$ cat config.mk
export PLATFORM = sky130hd
export DESIGN_NAME = branch_predictor
export DESIGN_NICKNAME = d
export VERILOG_FILES = /design/src/rtl/branch_predictor.sv
export SDC_FILE = /design/constraint.sdc
export NUM_CORES = 2
export LEC_CHECK = 0
export BUFFER_PORTS_ARGS = -buffer_cell sky130_fd_sc_hd__buf_2
export CORE_MARGIN = 4
export CORE_UTILIZATION = 60
export CTS_CLUSTER_SIZE = 28
export DETAILED_ROUTE_END_ITERATION = 12
export HOLD_SLACK_MARGIN = 0.02
export PLACE_DENSITY = 0.86
export SYNTH_ARGS = -nofsm -noshare
export SYNTH_HDL_FRONTEND = slang
export SYNTH_SLANG_ARGS = --single-unit
export TNS_END_PERCENT = 10
$ cat constraint.sdc
create_clock -name clk_i -period 6.6 [get_ports clk_i]
set_input_delay 1.32 -clock clk_i [delete_from_list [all_inputs] [get_ports clk_i]]
set_output_delay 1.32 -clock clk_i [all_outputs]
set_load 0.02 [all_outputs]
$ cat src/rtl/branch_predictor.sv
// Direct-mapped branch predictor: zero-latency lookup at fetch, training from
// execute-stage resolution, and saturating branch/mispredict statistics.
module branch_predictor #(
   parameter int unsigned AW       = 32,
   parameter int unsigned IDX_BITS = 4,
   parameter int unsigned CW       = 16
) (
   input  logic          clk_i,
   input  logic          rst_i,
   input  logic [AW-1:0] pc_i,
   output logic          predict_taken_o,
   output logic [AW-1:0] predict_target_o,
   input  logic          upd_valid_i,
   input  logic [AW-1:0] upd_pc_i,
   input  logic          upd_taken_i,
   input  logic [AW-1:0] upd_target_i,
   output logic          mispredict_o,
   output logic [CW-1:0] branch_cnt_o,
   output logic [CW-1:0] mispredict_cnt_o
);

   localparam int unsigned TW    = AW - IDX_BITS - 2;
   localparam int unsigned DEPTH = 1 << IDX_BITS;

   // Table storage
   logic          valid_q  [DEPTH];
   logic [TW-1:0] tag_q    [DEPTH];
   logic [AW-1:0] target_q [DEPTH];
   logic [1:0]    ctr_q    [DEPTH];

   logic          mispredict_q, mispredict_d;
   logic [CW-1:0] branch_cnt_q, branch_cnt_d;
   logic [CW-1:0] mispredict_cnt_q, mispredict_cnt_d;

   // Fetch-side lookup signals
   logic [IDX_BITS-1:0] idx_c;
   logic [TW-1:0]       tag_c;
   logic                hit_c;

   // Update-side decode and next entry contents
   logic [IDX_BITS-1:0] u_idx_c;
   logic [TW-1:0]       u_tag_c;
   logic                u_hit_c;
   logic                u_pred_c;
   logic                u_mispred_c;
   logic                ent_we_d;
   logic [TW-1:0]       ent_tag_d;
   logic [AW-1:0]       ent_target_d;
   logic [1:0]          ent_ctr_d;

   // Byte-offset bits never affect prediction
   logic unused_c;
   assign unused_c = ^{pc_i[1:0], upd_pc_i[1:0]};

   // Combinational lookup on the pre-edge table (no bypass from a same-cycle update)
   always_comb begin
      idx_c            = pc_i[IDX_BITS+1:2];
      tag_c            = pc_i[AW-1:IDX_BITS+2];
      hit_c            = valid_q[idx_c] && (tag_q[idx_c] == tag_c);
      predict_taken_o  = hit_c && ctr_q[idx_c][1];
      predict_target_o = predict_taken_o ? target_q[idx_c] : (pc_i + AW'(4));
   end

   // Resolve the update: misprediction check and next entry/counter values
   always_comb begin
      u_idx_c          = upd_pc_i[IDX_BITS+1:2];
      u_tag_c          = upd_pc_i[AW-1:IDX_BITS+2];
      u_hit_c          = valid_q[u_idx_c] && (tag_q[u_idx_c] == u_tag_c);
      u_pred_c         = u_hit_c && ctr_q[u_idx_c][1];
      u_mispred_c      = (u_pred_c != upd_taken_i) ||
                         (u_pred_c && upd_taken_i && (target_q[u_idx_c] != upd_target_i));
      ent_we_d         = 1'b0;
      ent_tag_d        = tag_q[u_idx_c];
      ent_target_d     = target_q[u_idx_c];
      ent_ctr_d        = ctr_q[u_idx_c];
      mispredict_d     = upd_valid_i && u_mispred_c;
      branch_cnt_d     = branch_cnt_q;
      mispredict_cnt_d = mispredict_cnt_q;

      if (upd_valid_i) begin
         if (u_hit_c) begin
            ent_we_d = 1'b1;
            if (upd_taken_i) begin
               ent_ctr_d    = (ctr_q[u_idx_c] == 2'b11) ? 2'b11 : ctr_q[u_idx_c] + 2'd1;
               ent_target_d = upd_target_i;
            end else begin
               ent_ctr_d    = (ctr_q[u_idx_c] == 2'b00) ? 2'b00 : ctr_q[u_idx_c] - 2'd1;
            end
         end else if (upd_taken_i) begin
            ent_we_d     = 1'b1;
            ent_tag_d    = u_tag_c;
            ent_target_d = upd_target_i;
            ent_ctr_d    = 2'b10;
         end

         if (branch_cnt_q != {CW{1'b1}}) begin
            branch_cnt_d = branch_cnt_q + CW'(1);
         end
         if (u_mispred_c && (mispredict_cnt_q != {CW{1'b1}})) begin
            mispredict_cnt_d = mispredict_cnt_q + CW'(1);
         end
      end
   end

   // Table write and statistics registers; reset wins over any update
   always_ff @(posedge clk_i) begin
      if (rst_i) begin
         for (int i = 0; i < int'(DEPTH); i++) begin
            valid_q[i]  <= 1'b0;
            tag_q[i]    <= '0;
            target_q[i] <= '0;
            ctr_q[i]    <= 2'b01;
         end
         mispredict_q     <= 1'b0;
         branch_cnt_q     <= '0;
         mispredict_cnt_q <= '0;
      end else begin
         if (ent_we_d) begin
            valid_q[u_idx_c]  <= 1'b1;
            tag_q[u_idx_c]    <= ent_tag_d;
            target_q[u_idx_c] <= ent_target_d;
            ctr_q[u_idx_c]    <= ent_ctr_d;
         end
         mispredict_q     <= mispredict_d;
         branch_cnt_q     <= branch_cnt_d;
         mispredict_cnt_q <= mispredict_cnt_d;
      end
   end

   assign mispredict_o     = mispredict_q;
   assign branch_cnt_o     = branch_cnt_q;
   assign mispredict_cnt_o = mispredict_cnt_q;

endmodule
==> flow_summary_export.csv <==
group,metric,value,unit
outcome,status,"finished, final reports clean",
sta,grt_setup_unrepaired,"no",
cells_and_area,drive_above_1_share,27.18,%
placement,placed_cells,5115,
sta,drv_slew,0,
logic_synthesis,synth_cell_types,78,
critical_path,crit_arrival,5.12,ns
die,die_area,0.09459,sq mm
power,combPwrFrac,14.3,%
logic_synthesis,synth-seq-area-share,55.37,%
placement,gp_congestion,0.9951,
die,initial_core_util,60.73,%
grt,grt_pass1_vias,40990,
critical_path,path_class,"primary input to primary output",
critical_path,cp-end-kind,"primary output",
clock_tree,cts_tree,"done",
drt,vias_per_cell,7.781,
logic_synthesis,async_reset_ff_share,0,%
sta,fin_worst_skew,0.04166,ns
clock_tree,clock_latency,0.70,ns
drt,first_pass_iters,7,
critical_path,path_max_fanout,34,
logic_synthesis,yosys_warnings,0,
clock_tree,cts.path.max_buffers,3,
cells_and_area,multiInputGateArea,0.02265,sq mm
critical_path,start_kind,"primary input",
die,fp.coreArea,0.08865,sq mm
drt,routed-via-count,41330,
grt,overflow,0,
placement,portBuffers,163,
cells_and_area,layout_commonest_cell,"nor2_1",
power,p_switching,0.004089,W
logic_synthesis,avgSynthCellArea,13.75,sq um
logic_synthesis,synth-edff-count,960,
grt,grt_max_degree,112,
power,switching_share,26.28,%
clock_tree,h-tree-depth,3,
critical_path,reg2reg_to,"mispredict_cnt_o[5]",
hold_path,hold_class,"flop to flop",
cells_and_area,regArea,0.02981,sq mm
die,die_y,307.6,microns
cells_and_area,fill_cells,5455,
hold_path,whs_path_depth,2,
critical_path,r2r_slack,1.10,ns
sta,worstMarginPinSlew,1.325,ns
hold_path,hold_end,"valid_q[2]",
power,p_clk_share,38.4,%
critical_path,reg2reg_depth,14,
power,internal_power,0.01147,W
die,die_w,307.6,microns
sta,setup_tns,0,ns
clock_tree,path_clk_slew,0.06,ns
die,num_io_pins,166,
cells_and_area,mostFrequentLayoutCells,"999 x nor2_1, 960 x edfxtp_1, 460 x mux4_2, 242 x mux2i_1, 175 x buf_4",
drt,wl_per_cell,36.28,microns
drt,drtIter0Drc,9173,
sta,finalSetupViolCount,0,
die,rows,109,
grt,antenna_found_initial,15,
logic_synthesis,synthFlopType,"edfxtp_1",
cells_and_area,finalNonFillerCells,5312,
critical_path,worstReg2RegStart,"tag_q[12][14]",
sta,hold_viol_final,0,
power,cellPowerDensity,256.9,mW/mm^2
clock_tree,cts_root_buf,"clkbuf_16",
critical_path,crit_required,5.28,ns
drt,antenna_left,0,
logic_synthesis,synth_seq_cells,1009,
drt,routed_wl,192700,microns
grt,grt_pass1_wl,274200,microns
power,ir_drop,189.9,uV
sta,timing.fmax,155.2,MHz
clock_tree,cts_sinks,1009,
logic_synthesis,syn_inst,3915,
clock_tree,cts_made_buffers,102,
power,leakage,21.69,nW
hold_path,worstHoldStart,"valid_q[2]",
power,pwr-share-seq,47.3,%
cells_and_area,syn2layout_area_growth,12.51,%
logic_synthesis,netlist_area,0.05384,sq mm
flow_run,max_cap_viol_count,0,
sta,min_period_over_period,97.64,%
cells_and_area,final_nets,4158,
sta,slew-limit-headroom,11.70,%
grt,grtUsageTotal,40.42,%
logic_synthesis,syn_nets,4019,
drt,route.detailed.drc,0,
sta,fin_crit,6.444,ns
placement,hpwl,114300,microns
[layout make-up]
cell class / count / area share (%)
Tap cell: 1165 / 2.406
Timing Repair Buffer: 384 / 5.187
Multi-Input combinational cell: 2525 / 37.39
Antenna cell: 12 / 0.04957
Inverter: 32 / 0.2004
Clock inverter: 59 / 1.089
Clock buffer: 126 / 4.466
Sequential cell: 1009 / 49.21
[power groups by stage]
stage	clock network [W]	registers [W]	logic, W
after floorplan	0	0.00744	0.00132
after global placement	0	0.00745	0.00204
after detailed placement	0	0.00747	0.00208
after CTS	0.00593	0.00735	0.00211
after global routing	0.00621	0.00737	0.00226
final	0.00598	0.00736	0.00223
[state kept, by name, summed over array words and instances, names as in the netlist]
register / count
branch_cnt_o: 16
ctr_q: 32
mispredict_cnt_o: 16
mispredict_o: 1
tag_q: 416
target_q: 512
valid_q: 16
[kinds of logic after synthesis]
logic type	count (synthesis)	synth area share, %
fa+ha+maj	4	0.09296
simple gates	1348	10.58
buf+inv	381	3.119
flops	1009	55.37
compound gates	273	3.528
mux	777	25.31
xor+xnor	123	2.001
[worst max path at each step]
| stage | endpoint | cells after the start | from |
|---|---|---|---|
| 2_1_floorplan | predict_taken_o | 9 | pc_i[2] |
| 3_3_place_gp | mispredict_cnt_o[5] | 16 | upd_pc_i[3] |
| 3_5_place_dp | mispredict_cnt_o[5] | 17 | upd_pc_i[3] |
| 4_1_cts | predict_target_o[7] | 11 | pc_i[2] |
| 5_1_grt | predict_target_o[28] | 12 | pc_i[2] |
| 6_report | predict_target_o[27] | 11 | pc_i[2] |
[worst max-delay path: stages]
cell and delay, ns:
buf_8 0.30, buf_12 0.29, mux4_2 0.56, mux4_2 0.58, xnor2_1 0.44, nand4_1 0.18, nor4_1 0.33, nand2_2 0.08
buf_4 0.35, mux2_2 0.44, buf_2 0.19
[layer usage]
layer	track usage, %	vias up	share of wire, %
met5	0.9606	-	0.23
met4	28.57	22	9.4
met3	19.34	1397	20
met2	57.63	5007	42
met1	48.47	19680	29
li1	-	15230	-
[cells in the mapped netlist (38+ instances only)]
cell type | number | area, sq um
edfxtp_1 | 960 | 28830
nand2b_1 | 41 | 256.5
mux2i_1 | 242 | 2422
o21ai_0 | 51 | 255.2
mux2_2 | 74 | 833.3
dfxtp_1 | 49 | 980.9
a21oi_1 | 45 | 225.2
nand2_1 | 87 | 326.6
mux4_2 | 460 | 10360
buf_2 | 64 | 320.3
nand4_1 | 38 | 237.7
xnor2_1 | 88 | 770.7
nand3_1 | 58 | 290.3
nor2_1 | 1001 | 3757
a22oi_1 | 61 | 457.9
clkbuf_1 | 224 | 840.8
[per-stage QoR]
stage	hold slack (ns)	setup WS, ns	cell area [sq um]	util [%]	power (W)
finish	0.4895	0.1560	60570	68.33	0.01556
global route	0.5142	0.08836	60560	68.31	0.01583
CTS	0.4841	0.1975	60520	68.27	0.01539
detailed placement	0.4744	0.05948	57160	64.48	0.009558
global placement	0.4709	0.1671	57160	64.48	0.009492
floorplan	0.4551	0.3855	53840	-	0.008757
[what timing repair did]
item / in CTS / in global routing
endpoints found under the setup margin: 0 / 31
buffers inserted: 0 / 0
hold buffers: 0 / 0
gates resized for setup: 0 / 3
No activity file was read; power rests on OpenSTA's default activity.
